--- src/rtl/branch_predictor_bht.sv ---
// Direct-mapped BHT of saturating counters plus a tagged BTB, indexed by PC.
// Combinational fetch lookup, one execute-stage update per cycle, saturating statistics.
module branch_predictor_bht #(
   parameter int         INDEX_BITS = 4,
   parameter int         CTR_BITS   = 2,
   parameter int         CTR_INIT   = 2,
   parameter int         STAT_BITS  = 16,
   parameter logic [6:0] B_OP       = 7'h63,
   parameter logic [6:0] JAL_OP     = 7'h6F,
   parameter logic [6:0] JALR_OP    = 7'h67
) (
   input  logic                 clock,
   input  logic                 reset,
   input  logic [31:0]          lookup_pc,
   input  logic [6:0]           lookup_opcode,
   output logic                 predict_taken,
   output logic [31:0]          predict_target,
   // update_* is a one-cycle qualifier: sampled on every rising edge where
   // update_valid=1, no backpressure, one resolved instruction per cycle.
   input  logic                 update_valid,
   input  logic [31:0]          update_pc,
   input  logic [6:0]           update_opcode,
   input  logic                 update_taken,
   input  logic [31:0]          update_target,
   input  logic                 update_pred_taken,
   input  logic [31:0]          update_pred_target,
   output logic                 mispredict,
   output logic [STAT_BITS-1:0] branch_count,
   output logic [STAT_BITS-1:0] mispredict_count
);

   localparam int ENTRIES  = 1 << INDEX_BITS;
   localparam int TAG_BITS = 30 - INDEX_BITS;
   localparam logic [CTR_BITS-1:0]  CTR_MAX   = '1;
   localparam logic [CTR_BITS-1:0]  CTR_RESET = CTR_BITS'(CTR_INIT);
   localparam logic [STAT_BITS-1:0] STAT_MAX  = '1;

   logic [CTR_BITS-1:0] ctr        [ENTRIES];
   logic                btb_valid  [ENTRIES];
   logic [TAG_BITS-1:0] btb_tag    [ENTRIES];
   logic [31:0]         btb_target [ENTRIES];

   logic [INDEX_BITS-1:0] lk_idx, up_idx;
   logic [TAG_BITS-1:0]   lk_tag, up_tag;
   logic                  lk_hit;
   logic                  up_is_b, up_counted, up_miss;
   logic [3:0]            unused_pc_bits;

   assign lk_idx = lookup_pc[INDEX_BITS+1:2];
   assign lk_tag = lookup_pc[31:INDEX_BITS+2];
   assign up_idx = update_pc[INDEX_BITS+1:2];
   assign up_tag = update_pc[31:INDEX_BITS+2];
   assign unused_pc_bits = {lookup_pc[1:0], update_pc[1:0]};

   // Register-target jumps are never predicted, even if opcodes are reconfigured to overlap.
   always_comb begin
      lk_hit         = btb_valid[lk_idx] && (btb_tag[lk_idx] == lk_tag);
      predict_taken  = 1'b0;
      predict_target = 32'h0;
      if (lookup_opcode != JALR_OP) begin
         if (lookup_opcode == B_OP)
            predict_taken = lk_hit && ctr[lk_idx][CTR_BITS-1];
         else if (lookup_opcode == JAL_OP)
            predict_taken = lk_hit;
      end
      if (predict_taken)
         predict_target = btb_target[lk_idx];
   end

   always_comb begin
      up_is_b    = (update_opcode == B_OP);
      up_counted = update_valid && (up_is_b || (update_opcode == JAL_OP));
      up_miss    = (update_taken != update_pred_taken) ||
                   (update_taken && update_pred_taken && (update_target != update_pred_target));
   end

   // Reset wins over a concurrent update; BTB tag/target need no reset since valid gates them.
   always_ff @(posedge clock) begin
      if (reset) begin
         for (int i = 0; i < ENTRIES; i++) begin
            ctr[i]       <= CTR_RESET;
            btb_valid[i] <= 1'b0;
         end
         mispredict       <= 1'b0;
         branch_count     <= '0;
         mispredict_count <= '0;
      end else begin
         mispredict <= up_counted && up_miss;
         if (up_counted) begin
            if (up_is_b) begin
               if (update_taken && ctr[up_idx] != CTR_MAX)
                  ctr[up_idx] <= ctr[up_idx] + 1'b1;
               else if (!update_taken && ctr[up_idx] != '0)
                  ctr[up_idx] <= ctr[up_idx] - 1'b1;
            end
            if (update_taken) begin
               btb_valid[up_idx]  <= 1'b1;
               btb_tag[up_idx]    <= up_tag;
               btb_target[up_idx] <= update_target;
            end
            if (branch_count != STAT_MAX)
               branch_count <= branch_count + 1'b1;
            if (up_miss && mispredict_count != STAT_MAX)
               mispredict_count <= mispredict_count + 1'b1;
         end
      end
   end

endmodule

--- config.mk ---
export PLATFORM = sky130hd
export DESIGN_NAME = branch_predictor_bht
export DESIGN_NICKNAME = d
export VERILOG_FILES = /design/src/rtl/branch_predictor_bht.sv
export SDC_FILE = /design/constraint.sdc
export NUM_CORES = 1
export LEC_CHECK = 0
export CAP_MARGIN = 10
export CORE_MARGIN = 10
export CORE_UTILIZATION = 40
export CTS_CLUSTER_SIZE = 12
export DETAILED_ROUTE_END_ITERATION = 8
export PLACE_DENSITY_LB_ADDON = 0.05
export SYNTH_ARGS = -nofsm -noshare
export SYNTH_HDL_FRONTEND = slang
export SYNTH_SLANG_ARGS = --single-unit
--- constraint.sdc ---
create_clock -name clock -period 13.3 [get_ports clock]
set_input_delay 1.995 -clock clock [delete_from_list [all_inputs] [get_ports clock]]
set_output_delay 1.995 -clock clock [all_outputs]
set_load 0.03 [all_outputs]
* Word level (Yosys, flattened, before mapping)
Memory sizes are Yosys's and may differ from the RTL's.
Index checks and enable logic that the tools add are counted.
** Storage, ports and cells
- Register bits :: 33
- Bits in writable memories :: 976
- Bits of input ports :: 147
- Output and inout port bits :: 66
- Logic and storage cells :: 68
- Memories kept :: 4
** Memories
- btb_target :: words 16, width 32, read ports 1, clocked after Yosys merged registers in 0, wr ports 1, line 41 : logic [31:0] btb_target [ENTRIES];
- btb_tag :: words 16, width 26, read ports 1, clocked after Yosys merged registers in 0, wr ports 1, line 40 : logic [TAG_BITS-1:0] btb_tag [ENTRIES];
- ctr :: words 16, width 2, read ports 2, clocked after Yosys merged registers in 0, wr ports 16, line 38 : logic [CTR_BITS-1:0] ctr [ENTRIES];
- btb_valid :: words 16, width 1, read ports 1, clocked after Yosys merged registers in 0, wr ports 16, line 39 : logic btb_valid [ENTRIES];
** Operators by class
- $add $sub $neg :: 4
- Equality and inequality tests :: 11
- Muxes and demuxes :: 28
- Bitwise gates (word level) :: 1
- Reduce and logical (&&, ||, !) cells :: 17
** Operators with widths (count)
- $add 16x1->16 const B :: 2
- $mux 32 :: 1
- $ne 16x16->1 const B :: 2
- $ne 32x32->1 :: 1
- $eq 7x7->1 const B :: 4
- $eq 26x26->1 :: 1
- $mux 1 :: 23
- $logic_and 1x1->1 :: 9
- $mux 4 :: 2
- $ne 7x7->1 const B :: 1
- $mux 2 :: 2
- $reduce_and 2->1 :: 2
- $add 2x1->2 const B :: 1
- $logic_or 1x1->1 :: 2
- $ne 2x2->1 const B :: 1
- $reduce_bool 2->1 :: 1
- $reduce_or 2->1 :: 1
- $sub 2x1->2 const B :: 1
- $logic_not 1->1 :: 1
- $ne 1x1->1 :: 1
- $or 1x1->1 :: 1
- $reduce_or 1->1 :: 1

* Longest topological paths before layout
An unclocked memory read counts as a cell.
- Depth after elaboration :: 12
- Depth in mapped cells :: 14
- Mapped depth without buffers :: 9

* Least setup slack after synthesis
No wires, ideal clock.
- Path kind :: in2out
- Start :: input port lookup_pc[4]
- End :: output port predict_target[21]
- Arrival time :: 4403 ps
- Data required time :: 11305 ps
- Path slack :: 6902 ps
- Cell stages on the path :: 9
- Buffers on the path :: 6
- Cell sequence :: buf_4 -> buf_2 -> buf_2 -> buf_2 -> clkbuf_1 -> buf_2 -> mux4_2 -> mux4_2 -> and3_1
** On the way
- Cells in the longest elaborated chain, start to end :: 7
- Elaborated cells between the ends (all ways) :: 11
- Those cells by class :: eq/ne (1); mux (4); reduce/logical (2); memory (4)
** RTL lines
- start, declared :: line 14 : input logic [31:0] lookup_pc,
- $mem_v2 16x26
- $eq 26x26->1 :: line 57 : lk_hit = btb_valid[lk_idx] && (btb_tag[lk_idx] == lk_tag);
- $logic_and 1x1->1 :: line 57
- $mux 1 / $logic_and 1x1->1 (equally long branches) :: line 63, 62
- $mux 1 :: line 61 : if (lookup_opcode == B_OP)
- $mux 1 :: line 60 : if (lookup_opcode != JALR_OP) begin
- $mux 32 * :: line 66 : if (predict_taken)
- end, declared :: line 17 : output logic [31:0] predict_target,
Every way passes the cells marked *; elsewhere a longest branch is shown, timed or not.

* Worst setup path after layout
- Start :: input port lookup_pc[2]
- End :: output port predict_target[23]
Same word-level chain as after synthesis.

==> reports/summary.txt <==
STA
------------------------------------------------------------------------------------------
Post-route clock period utilization .........................................        66.5%
Clock skew ..................................................................   0.00577 ns
Final hold viol count .......................................................            0
Actual transition at the worst max-transition pin ...........................      1.00 ns
Finish-stage setup viols ....................................................            0
Final total negative setup slack ............................................         0 ns
Worst rel slew slack ........................................................        33.1%
RSZ-0062 raised after global routing ........................................           no
Final max-slew violation count ..............................................            0
Minimum setup slack in the final design .....................................      4.45 ns
Fmax ........................................................................      113 MHz
Time the worst path needs with I/O delays and setup .........................      8.85 ns

LOGIC SYNTHESIS
------------------------------------------------------------------------------------------
Register area share after synthesis .........................................        74.0%
Multiplexer share of the synthesized area ...................................        16.8%
Share of synthesized cell area in and, or, nand and nor gates ...............        3.71%
Count of flip-flops with a built-in enable after synthesis ..................          960
Most instantiated flip-flop cell in the synthesis netlist ................... sky130_fd_sc_hd__edfxtp_1
Compound-Gate Fraction of Synth Area ........................................        1.79%
Warning count from the yosys run ............................................            0
Mapped Nets .................................................................         2122
Register bit count reported by yosys ........................................         1009
Summed instance area of the synthesized netlist .............................  40300 sq um
Dominant combinational cell family by area after synthesis .................. multiplexers
Proportion of register bits with asynchronous set or reset after synthesis ..           0%
Instance count of the mapped netlist ........................................         1972
Avg Cell Area, Syn ..........................................................   20.4 sq um
Fraction of synthesized cell area in xor and xnor cells .....................        2.07%
Post-Synth Adder-Cell Area ..................................................      0.0932%
Distinct cell type count after synthesis ....................................           61

POWER
------------------------------------------------------------------------------------------
Leakage power ...............................................................      15.0 nW
Highest ir drop seen on vdd .................................................     0.103 mV
Power Internal ..............................................................      5.38 mW
Proportion of power drawn by combinational gates ............................         5.0%
Power per cell area .........................................................  143 nW/um^2
Clock group share of total power ............................................        43.6%
Overall power ...............................................................      6.76 mW
Share of total power consumed by net switching ..............................        20.5%
Reported net switching power ................................................      1.38 mW
Part of the power in registers ..............................................        51.5%

JOB
------------------------------------------------------------------------------------------
Number of max-capacitance violations reported ...............................            0

WORST SETUP PATH
------------------------------------------------------------------------------------------
Most numerous cell on the critical path ..................................... sky130_fd_sc_hd__buf_4
Largest stage delay on the critical path ....................................      0.75 ns
Critical path required time .................................................     11.31 ns
Start of the worst register-to-register path ................................ ctr[15][0]$_SDFFCE_PN0P_
Worst setup slack for register-to-register paths ............................     10.53 ns
Crit end category ...........................................................   output pin
Largest driver fanout on the critical path ..................................           65
Worst setup path category ...................................................       in2out
Worst path top cell family by delay ......................................... buffers and inverters
Type of origin of the critical path ......................................... primary input
Logic depth of the worst register-to-register path ..........................            6
Bufs and invs on worst path .................................................            4
Worst-path cell with the longest stage delay ................................ sky130_fd_sc_hd__buf_4
Data arrival time of the worst path .........................................      6.85 ns
Ordered cell list for the critical path ..................................... buf_8, buf_4, nand2_1, o22ai_1, a221oi_1, xor2_1, a2111oi_0, a31oi_1, nor4_4, buf_4, and3_1, clkdlybuf4s50_1
Reg2reg end ................................................................. ctr[11][0]$_SDFFCE_PN0P_

PLACEMENT
------------------------------------------------------------------------------------------
Number of cells in the design after placement ...............................         3424
Half-perimeter wire length after detailed placement .........................      60.2 mm
Count of buffers from port buffering ........................................          208
Post-Place Worst Slack ......................................................      4.17 ns
RePlAce Congestion ..........................................................        0.729

FLOORPLANNING
------------------------------------------------------------------------------------------
Area enclosed by the die boundary ........................................... 114000 sq um
Number of rows created at floorplan .........................................          116
Die X-Extent ................................................................       337 um
I/O pin count ...............................................................          213
Area inside the core boundary ............................................... 100000 sq um
Initial standard-cell utilization of the core ...............................        40.3%
Y dimension of the die ......................................................       337 um

CLOCK NETWORK
------------------------------------------------------------------------------------------
Master cell of the clock root buffer ........................................ sky130_fd_sc_hd__clkbuf_16
# H-tree levels .............................................................            3
Number of CTS-inserted buffers ..............................................          109
Clock edge transition at the registers on the reported setup and hold paths .      0.06 ns
Clock latency at the later pin of the worst-skew pair .......................      0.66 ns
Clock tree from TritonCTS ...................................................         done
Post_cts resized ............................................................            0
Clock Sinks .................................................................         1009
Hold-fix buffers at CTS .....................................................            0
Post-CTS setup buffer count .................................................            0
Longest Clk Path Bufs .......................................................            3

CELLS AND AREA
------------------------------------------------------------------------------------------
Layout-stage area growth over the synthesis result ..........................        17.6%
Fin nets ....................................................................         2387
Final cell count without fillers ............................................         3623
Most common cell after layout, fill and taps aside .......................... sky130_fd_sc_hd__edfxtp_1
Fill cell instance count of the final layout ................................         8360
Fraction of layout cells with a size suffix above 1 .........................        22.3%
Share of the core filled with cells .........................................        47.4%
Commonest cells after routing, fill and taps aside .......................... sky130_fd_sc_hd__edfxtp_1 (960), sky130_fd_sc_hd__mux4_2 (254), sky130_fd_sc_hd__clkdlybuf4s50_1 (204)

MIN PATH
------------------------------------------------------------------------------------------
Worst hold path type ........................................................      reg2reg
Source of the worst hold timing path ........................................ btb_valid[5]$_DFF_P_
Sink of the worst hold path ................................................. btb_valid[5]$_DFF_P_
Hold-critical path depth ....................................................            2

ROUTING
------------------------------------------------------------------------------------------
Vias ........................................................................        20100
Mean number of vias per cell ................................................         5.55
Overall routed net length ...................................................       106 mm
DR iter-0 viols .............................................................         1541
Antenna-violating nets left .................................................            0
Remaining design rule violation count .......................................            0
Mean routed wirelength per cell .............................................      29.2 um
Router iterations before antenna repair .....................................            5

GLOBAL ROUTE
------------------------------------------------------------------------------------------
Vias in the first global route ..............................................        21600
Number of antenna violations at the first check in global routing ...........            9
Wire length of the first global-routing pass ................................       152 mm
Overflow left after global routing ..........................................            0
Pin count of the biggest net entering global routing ........................           90
Total GRT Usage .............................................................        18.6%

OUTCOME
------------------------------------------------------------------------------------------
Run status .................................................................. finished, final reports clean

==> state kept, by name (all words and copies together), names as in the netlist <==
register / count
btb_tag: 416
btb_valid: 16
branch_count: 16
ctr: 32
mispredict_count: 16
btb_target: 512
mispredict: 1
==> worst reg2reg max path, cell delays in order (launching register included) <==
cell	delay, ns
sky130_fd_sc_hd__edfxtp_1	0.36
sky130_fd_sc_hd__mux4_2	0.50
sky130_fd_sc_hd__mux4_2	0.58
sky130_fd_sc_hd__nand2_1	0.14
sky130_fd_sc_hd__a21oi_2	0.13
sky130_fd_sc_hd__or3_1	0.46
sky130_fd_sc_hd__o21bai_1	0.29
==> per-layer routing <==
metal | track usage, % | share of wire, % | up-vias
met5 | 0 | 0.081 | -
met4 | 5.29 | 2.7 | 14
met3 | 3.46 | 4.7 | 166
met2 | 31.4 | 50 | 485
met1 | 24.6 | 43 | 10800
li1 | - | - | 8673
==> synth_stat cells (7+ instances only) <==
| cell type | instances | area share, % |
|---|---|---|
| sky130_fd_sc_hd__a21o_1 | 13 | 0.24 |
| sky130_fd_sc_hd__a21oi_1 | 11 | 0.14 |
| sky130_fd_sc_hd__a221oi_1 | 11 | 0.24 |
| sky130_fd_sc_hd__and3_1 | 39 | 0.61 |
| sky130_fd_sc_hd__buf_2 | 38 | 0.47 |
| sky130_fd_sc_hd__buf_4 | 11 | 0.20 |
| sky130_fd_sc_hd__buf_6 | 8 | 0.22 |
| sky130_fd_sc_hd__clkbuf_1 | 29 | 0.27 |
| sky130_fd_sc_hd__dfxtp_1 | 49 | 2.4 |
| sky130_fd_sc_hd__edfxtp_1 | 960 | 72 |
| sky130_fd_sc_hd__inv_1 | 22 | 0.20 |
| sky130_fd_sc_hd__mux2_2 | 37 | 1.0 |
| sky130_fd_sc_hd__mux2i_1 | 64 | 1.6 |
| sky130_fd_sc_hd__mux4_2 | 254 | 14 |
| sky130_fd_sc_hd__nand2_1 | 49 | 0.46 |
| sky130_fd_sc_hd__nand2b_1 | 11 | 0.17 |
| sky130_fd_sc_hd__nand3_1 | 21 | 0.26 |
| sky130_fd_sc_hd__nand4_1 | 9 | 0.14 |
| sky130_fd_sc_hd__nor2_1 | 81 | 0.75 |
| sky130_fd_sc_hd__nor2b_1 | 21 | 0.33 |
| sky130_fd_sc_hd__nor3_1 | 16 | 0.20 |
| sky130_fd_sc_hd__nor4_1 | 15 | 0.23 |
| sky130_fd_sc_hd__o21ai_0 | 9 | 0.11 |
| sky130_fd_sc_hd__o22ai_1 | 27 | 0.42 |
| sky130_fd_sc_hd__or3_1 | 7 | 0.11 |
| sky130_fd_sc_hd__xnor2_1 | 26 | 0.57 |
| sky130_fd_sc_hd__xor2_1 | 69 | 1.5 |
==> how the worst max path moves through the flow <==
stage	to	cells after the start	from
floorplan	predict_target[21]	9	lookup_pc[4]
global placement	predict_target[24]	12	lookup_pc[2]
detailed placement	predict_target[24]	12	lookup_pc[2]
CTS	predict_target[24]	12	lookup_pc[2]
global route	predict_target[23]	12	lookup_pc[2]
finish	predict_target[23]	12	lookup_pc[2]
==> metrics by stage <==
stage / hold slack, ns / area, sq um
after floorplan: 0.437 / 40300
after global placement: 0.445 / 43900
after global routing: 0.479 / 47400
after CTS: 0.461 / 47400
after detailed placement: 0.453 / 43900
final: 0.465 / 47400
==> cell families after synthesis <==
logic type,count (synthesis)
flops,1009
compound gates,104
xor+xnor,95
buf+inv,118
simple gates,288
mux,355
fa+ha+maj,3
==> area by class of cell <==
cell class	instances	area [sq um]	share of cell area, %
Tap cell	1298	1620	3.43
Sequential cell	1009	29800	62.9
Clock inverter	53	472	0.995
Timing Repair Buffer	249	2400	5.06
Multi-Input combinational cell	845	9980	21.1
Clock buffer	145	3020	6.36
Inverter	23	87.6	0.185
Antenna cell	1	2.50	0.00528
==> power groups by stage <==
stage	registers, mW	clock network [mW]	logic, mW
after detailed placement	3.54	0	0.344
after floorplan	3.55	0	0.186
after global routing	3.48	3.15	0.364
final	3.48	2.94	0.336
after global placement	3.54	0	0.341
after CTS	3.48	3.02	0.345
Note: power is estimated with default switching activity, not from simulation.
